## src/rtl/rvb_shifter_pipe.sv

```systemverilog
// rvb_shifter_pipe: XLEN-wide shift / rotate / shift-ones engine for the
// execute stage, with a configurable pipeline depth and a sideband tag that
// travels with each operation.
//
// Every operation is rewritten into a single form: a right shift of the
// double-width value {hi, lo} by sh, keeping the low XLEN bits. Left-going
// ops bit-reverse their operands going in and bit-reverse the result coming
// out. Word ops (XLEN=64, din_w=1) pack {hi32, lo32} into lo so the same
// shifter yields the 32-bit answer in the low half, which is then
// sign-extended from bit 31.
//
// Optional feature: define RVB_SHIFTER_FUNNEL_EN to build the rs3 datapath
// and make ops 7/8 (FSL/FSR) funnel shifts. Without it ops 7/8 return 0.
//
// Handshake: a transfer happens on a rising clock edge where valid && ready
// are both high. A stage may load when it is empty or when its contents
// leave on the same edge, so bubbles never block upstream and a full pipe
// sustains one op per cycle with dout_ready held high.
//
// Ports:
//   clock, reset            clock; synchronous active-low reset
//   din_valid / din_ready   operation handshake
//   din_op                  0 SLL 1 SRL 2 SRA 3 SLO 4 SRO 5 ROL 6 ROR 7 FSL 8 FSR
//   din_w                   32-bit word variant (XLEN=64 only)
//   din_rs1/rs2/rs3         data, shift amount, funnel second operand
//   din_tag                 sideband, returned unchanged with the result
//   dout_valid / dout_ready result handshake
//   dout_rd, dout_tag       result and its tag
module rvb_shifter_pipe #(
   parameter int XLEN   = 32,
   parameter int STAGES = 2,
   parameter int TAGW   = 4
) (
   input  logic            clock,
   input  logic            reset,
   input  logic            din_valid,
   output logic            din_ready,
   input  logic [3:0]      din_op,
   input  logic            din_w,
   input  logic [XLEN-1:0] din_rs1,
   input  logic [XLEN-1:0] din_rs2,
   input  logic [XLEN-1:0] din_rs3,
   input  logic [TAGW-1:0] din_tag,
   output logic            dout_valid,
   input  logic            dout_ready,
   output logic [XLEN-1:0] dout_rd,
   output logic [TAGW-1:0] dout_tag
);
   localparam int LG = $clog2(XLEN);
   localparam logic [XLEN-1:0] MASK32 = XLEN'(64'h0000_0000_FFFF_FFFF);

   localparam logic [3:0] OP_SLL = 4'd0, OP_SRL = 4'd1, OP_SRA = 4'd2,
                          OP_SLO = 4'd3, OP_SRO = 4'd4, OP_ROL = 4'd5,
                          OP_ROR = 4'd6, OP_FSL = 4'd7, OP_FSR = 4'd8;

   // Decoded operation, held between the front and back halves.
   typedef struct packed {
      logic [XLEN-1:0] hi;
      logic [XLEN-1:0] lo;
      logic [LG-1:0]   sh;
      logic            rev;
      logic            word;
      logic [TAGW-1:0] tag;
   } mid_t;

   function automatic logic [31:0] rev32(input logic [31:0] x);
      logic [31:0] r;
      for (int i = 0; i < 32; i++) r[i] = x[31-i];
      return r;
   endfunction

   function automatic logic [XLEN-1:0] rev_x(input logic [XLEN-1:0] x);
      logic [XLEN-1:0] r;
      for (int i = 0; i < XLEN; i++) r[i] = x[XLEN-1-i];
      return r;
   endfunction

   // Reverse within the effective width (32 bits for word ops).
   function automatic logic [XLEN-1:0] rev_e(input logic [XLEN-1:0] x, input logic word);
      return word ? XLEN'(rev32(x[31:0])) : rev_x(x);
   endfunction

   // Final shift, un-reverse and word sign extension.
   function automatic logic [XLEN-1:0] back_end(input mid_t m);
      logic [2*XLEN-1:0] wide;
      logic [XLEN-1:0]   r;
      logic [31:0]       r32;
      wide = {m.hi, m.lo} >> m.sh;
      r    = wide[XLEN-1:0];
      r32  = m.rev ? rev32(r[31:0]) : r[31:0];
      if (m.word) return r32[31] ? (~MASK32 | XLEN'(r32)) : XLEN'(r32);
      return m.rev ? rev_x(r) : r;
   endfunction

   // ---------------- front half: decode, amount, operand select ----------
   logic            dw, sign_e, rev_f;
   logic [XLEN-1:0] a_e, ones_e, hi_e, lo_e;
   logic [LG-1:0]   sh_e, sh_f;
   mid_t            front;
   logic            unused_ok;

`ifdef RVB_SHIFTER_FUNNEL_EN
   logic [XLEN-1:0] b_e, fa, fb;
   logic [LG:0]     fun_m;
   logic            fun_wrap;
   logic [LG-1:0]   fun_sh;
   assign unused_ok = ^din_rs2;
`else
   assign unused_ok = ^{din_rs2, din_rs3};
`endif

   always_comb begin
      dw     = (XLEN == 64) && din_w;
      a_e    = dw ? (din_rs1 & MASK32) : din_rs1;
      ones_e = dw ? MASK32 : '1;
      sign_e = dw ? din_rs1[31] : din_rs1[XLEN-1];
      sh_e   = dw ? LG'(din_rs2[4:0]) : din_rs2[LG-1:0];
      hi_e   = '0;
      lo_e   = '0;
      sh_f   = sh_e;
      rev_f  = 1'b0;
`ifdef RVB_SHIFTER_FUNNEL_EN
      b_e      = dw ? (din_rs3 & MASK32) : din_rs3;
      fun_m    = dw ? (LG+1)'(din_rs2[5:0]) : din_rs2[LG:0];
      // m >= effective width: drop the top bit and swap the operands.
      fun_wrap = dw ? fun_m[5] : fun_m[LG];
      fun_sh   = dw ? LG'(fun_m[4:0]) : fun_m[LG-1:0];
      fa       = fun_wrap ? b_e : a_e;
      fb       = fun_wrap ? a_e : b_e;
`endif
      case (din_op)
         OP_SLL: begin lo_e = rev_e(a_e, dw); rev_f = 1'b1; end
         OP_SRL: lo_e = a_e;
         OP_SRA: begin hi_e = sign_e ? ones_e : '0; lo_e = a_e; end
         OP_SLO: begin hi_e = ones_e; lo_e = rev_e(a_e, dw); rev_f = 1'b1; end
         OP_SRO: begin hi_e = ones_e; lo_e = a_e; end
         OP_ROL: begin hi_e = rev_e(a_e, dw); lo_e = rev_e(a_e, dw); rev_f = 1'b1; end
         OP_ROR: begin hi_e = a_e; lo_e = a_e; end
`ifdef RVB_SHIFTER_FUNNEL_EN
         OP_FSL: begin
            hi_e = rev_e(fb, dw); lo_e = rev_e(fa, dw); sh_f = fun_sh; rev_f = 1'b1;
         end
         OP_FSR: begin hi_e = fb; lo_e = fa; sh_f = fun_sh; end
`endif
         default: rev_f = 1'b0;  // hi = lo = 0 gives rd = 0
      endcase
      front.hi   = dw ? '0 : hi_e;
      front.lo   = dw ? ((hi_e << 32) | lo_e) : lo_e;
      front.sh   = sh_f;
      front.rev  = rev_f;
      front.word = dw;
      front.tag  = din_tag;
   end

   // ---------------- pipeline registers and advance chain ----------------
   mid_t            m1_q, m1_d, m2_q, m2_d;
   logic            m1_v_q, m1_v_d, m2_v_q, m2_v_d, o_v_q, o_v_d;
   logic [XLEN-1:0] o_rd_q, o_rd_d;
   logic [TAGW-1:0] o_tag_q, o_tag_d;
   logic            adv_o, adv_1, adv_2;

   always_comb begin
      adv_o   = !o_v_q  || dout_ready;
      adv_2   = !m2_v_q || adv_o;
      adv_1   = !m1_v_q || ((STAGES == 3) ? adv_2 : adv_o);
      m1_d    = m1_q;   m1_v_d = m1_v_q;
      m2_d    = m2_q;   m2_v_d = m2_v_q;
      o_v_d   = o_v_q;  o_rd_d = o_rd_q;  o_tag_d = o_tag_q;
      if (STAGES == 1) begin
         din_ready = adv_o;
         if (adv_o) begin
            o_v_d = din_valid;
            if (din_valid) begin o_rd_d = back_end(front); o_tag_d = din_tag; end
         end
      end else begin
         din_ready = adv_1;
         if (adv_1) begin
            m1_v_d = din_valid;
            if (din_valid) m1_d = front;
         end
         if (STAGES == 3) begin
            // plain register slice between decode and final shift
            if (adv_2) begin
               m2_v_d = m1_v_q;
               if (m1_v_q) m2_d = m1_q;
            end
            if (adv_o) begin
               o_v_d = m2_v_q;
               if (m2_v_q) begin o_rd_d = back_end(m2_q); o_tag_d = m2_q.tag; end
            end
         end else if (adv_o) begin
            o_v_d = m1_v_q;
            if (m1_v_q) begin o_rd_d = back_end(m1_q); o_tag_d = m1_q.tag; end
         end
      end
   end

   always_ff @(posedge clock) begin
      if (!reset) begin
         m1_v_q  <= 1'b0;  m1_q <= '0;
         m2_v_q  <= 1'b0;  m2_q <= '0;
         o_v_q   <= 1'b0;
         o_rd_q  <= '0;
         o_tag_q <= '0;
      end else begin
         m1_v_q  <= m1_v_d;  m1_q <= m1_d;
         m2_v_q  <= m2_v_d;  m2_q <= m2_d;
         o_v_q   <= o_v_d;
         o_rd_q  <= o_rd_d;
         o_tag_q <= o_tag_d;
      end
   end

   assign dout_valid = o_v_q;
   assign dout_rd    = o_rd_q;
   assign dout_tag   = o_tag_q;
endmodule

```

## config.mk

```make
export PLATFORM = sky130hd
export DESIGN_NAME = rvb_shifter_pipe
export DESIGN_NICKNAME = d
export VERILOG_FILES = /design/src/rtl/rvb_shifter_pipe.sv
export SDC_FILE = /design/constraint.sdc
export NUM_CORES = 1
export LEC_CHECK = 0
export ABC_AREA = 1
export CAP_MARGIN = 30
export CORE_MARGIN = 2
export CORE_UTILIZATION = 30
export DETAILED_ROUTE_END_ITERATION = 12
export PLACE_DENSITY = 0.56
export SYNTH_ARGS = -nofsm -noshare
export SYNTH_HDL_FRONTEND = slang
export SYNTH_SLANG_ARGS = --single-unit
```

## constraint.sdc

```tcl
create_clock -name clock -period 2.75 [get_ports clock]
set_input_delay 0.55 -clock clock [delete_from_list [all_inputs] [get_ports clock]]
set_output_delay 0.55 -clock clock [all_outputs]
set_load 0.005 [all_outputs]
```

==> qor.yml <==
rows: 58
die_h_um: 165
dieArea_mm2: 0.0273
relSlewSlack_pct: 36.8
reg2reg_from: "m1_q[6]"
vias: 9116
syn_to_final_growth_pct: 16.5
met3_length_um: 1980
rr_endpoint: "dout_rd[4]"
clk_pin_slew_worst_paths_ps: 70
power_density_mw_per_mm2: 483
port_buffers: 86
maxSlewViolCount: 0
netlist_area_mm2: 0.00779
die_w_um: 165
clkSinkCount: 111
clk_latency_ps: 370
synthesis.nets: 1404
grt_pass1_wl_um: 46100
tightest_slew_ps: 947
cp-end-kind: "primary output"
hpwl_um: 20700
final_cells: 1639
antenna_found_initial: 0
drtAntennaViolNets: 0
fin_skew_ps: 12.7
drt-met1-wl_um: 12500
finalCriticalPeriod_ps: 2230
vias_per_cell: 5.56
rrSetupSlack_ps: 530
drive_gt1_share_pct: 3.67
grt_usage_pct: 21.8
cts.repair.resized: 0
placed_area_mm2: 0.00878
startpoint: "dout_ready"
cp.arrival_ps: 1680
status: "complete, no violations"
finalInstanceArea_mm2: 0.00907
hold_buffers: 0
nets: 1414
path_class: "in -> out"
total_power_w: 0.00438
top_layer: "met4"
cts_made_buffers: 9
min_period_over_period_pct: 81.0
root_buffer: "clkbuf_16"
synth-seq-cells: 111
dp_cells: 1624
synthCells: 1295
drt_wl_total_um: 28900
start_util_pct: 30.7
routedWlPerCell_um: 17.6
leakagePower_nw: 3.58
cts_max_path_buffers: 2
met2_length_um: 13200
final_util_pct: 35.8
timing.final.hold_violations: 0
io_pins: 147
synth_cell_type_count: 19
post_synth.cell_area_avg_um2: 6.01
dr.pass1.iters: 5
gp_congestion: 0.963
setup_tns_ps: 0
diodes: 0
fillers: 2755
hold_path.class: "reg -> reg"
grt_overflow_total: 0
fmaxAchievable_mhz: 449
layout_commonest_cell: "nand3_1"
seq_area_frac_synth_pct: 28.5
cts_tree: "yes"
core_area_mm2: 0.0253
htree_num_levels: 3
crit_fanout: 3
maxCapViolCount: 0
rr_worst_depth: 9
setup_viol: 0
endpoint: "din_ready"
startpoint_type: "input pin"
yosysWarnings: 0
irDropWorstVdd_mv: 0.304
post_cts_buffers: 0
drt_iter0_markers: 1184
grt_setup_unrepaired: "no"
grt_max_degree: 83
first_global_vias: 8344
layout_common_cells: "nand3_1 (498), nand2_1 (342), dfxtp_1 (109)"
drc_errors: 0
cp.required_ps: 2200
==> cells by family after synthesis <==
logic type / Yosys count / share of synthesized area [%]
DFF: 111 / 28.5
and+or+nand+nor: 862 / 49.6
buffers and inverters: 172 / 9.96
AOI/OAI and AO/OA: 150 / 11.9
==> synthesized netlist by cell type <==
| cell | number | area share, % |
|---|---|---|
| nand3_1 | 498 | 32 |
| nand2_1 | 343 | 17 |
| dfxtp_1 | 111 | 29 |
| a21oi_1 | 71 | 4.6 |
| inv_1 | 56 | 2.7 |
| clkbuf_1 | 43 | 2.1 |
| buf_2 | 40 | 2.6 |
| o221ai_1 | 30 | 3.4 |
| nor2_1 | 20 | 0.96 |
| a31oi_1 | 17 | 1.4 |
| o211ai_1 | 17 | 1.6 |
| o21ai_0 | 15 | 0.96 |
| buf_1 | 12 | 0.58 |
| buf_4 | 8 | 0.77 |
| buf_6 | 6 | 0.87 |
| inv_2 | 5 | 0.24 |
| clkinv_1 | 1 | 0.048 |
| inv_6 | 1 | 0.11 |
| nand2_2 | 1 | 0.080 |
==> state kept, by name (all words and copies together) (netlist names) <==
signal / count
dout_rd: 32
dout_tag: 4
dout_valid: 1
m1_v_q: 1
m1_q: 73
==> worst min path at each step <==
stage | from | to | cells past startpoint
4_1_cts | dout_rd[29] | dout_rd[29] | 2
3_5_place_dp | dout_rd[29] | dout_rd[29] | 2
3_3_place_gp | dout_rd[11] | dout_rd[11] | 2
6_report | dout_rd[29] | dout_rd[29] | 2
2_1_floorplan | m1_q[72] | m1_q[72] | 2
5_1_grt | dout_rd[18] | dout_rd[18] | 2
==> metal layers <==
metal  vias up  global-route usage [%]
li1       4507                       -
met3        50                    3.60
met4         0                    10.2
met1      4200                    29.1
met2       359                    34.3
met5         -                       0
==> critical path: stages <==
cell and delay, ps:
clkdlybuf4s50_1 450, inv_1 40, nand3_1 110, clkdlybuf4s50_1 520
==> cell type report <==
class                   count  area (µm²)  area share [%]
inverters                  63         241            2.66
clock inverters             6        68.8           0.759
well taps                 330         413            4.55
repair buffers            108        1100            12.1
clock buffers               9         225            2.48
flip-flops and latches    111        2220            24.5
multi-input cells        1012        4800            52.9
==> metrics by stage <==
stage          setup slack (ps)  hold slack (ps)
4_1_cts                     512              469
2_1_floorplan              1160              444
5_1_grt                     365              484
3_3_place_gp                427              457
6_report                    523              464
3_5_place_dp                375              458
==> where the power goes <==
part           total, W  switching [W]  internal (W)
combinational   0.00124       0.000798      0.000446
clock           0.00137       0.000658      0.000710
sequential      0.00177      0.0000780       0.00169
(Power assumes the default switching activity.)
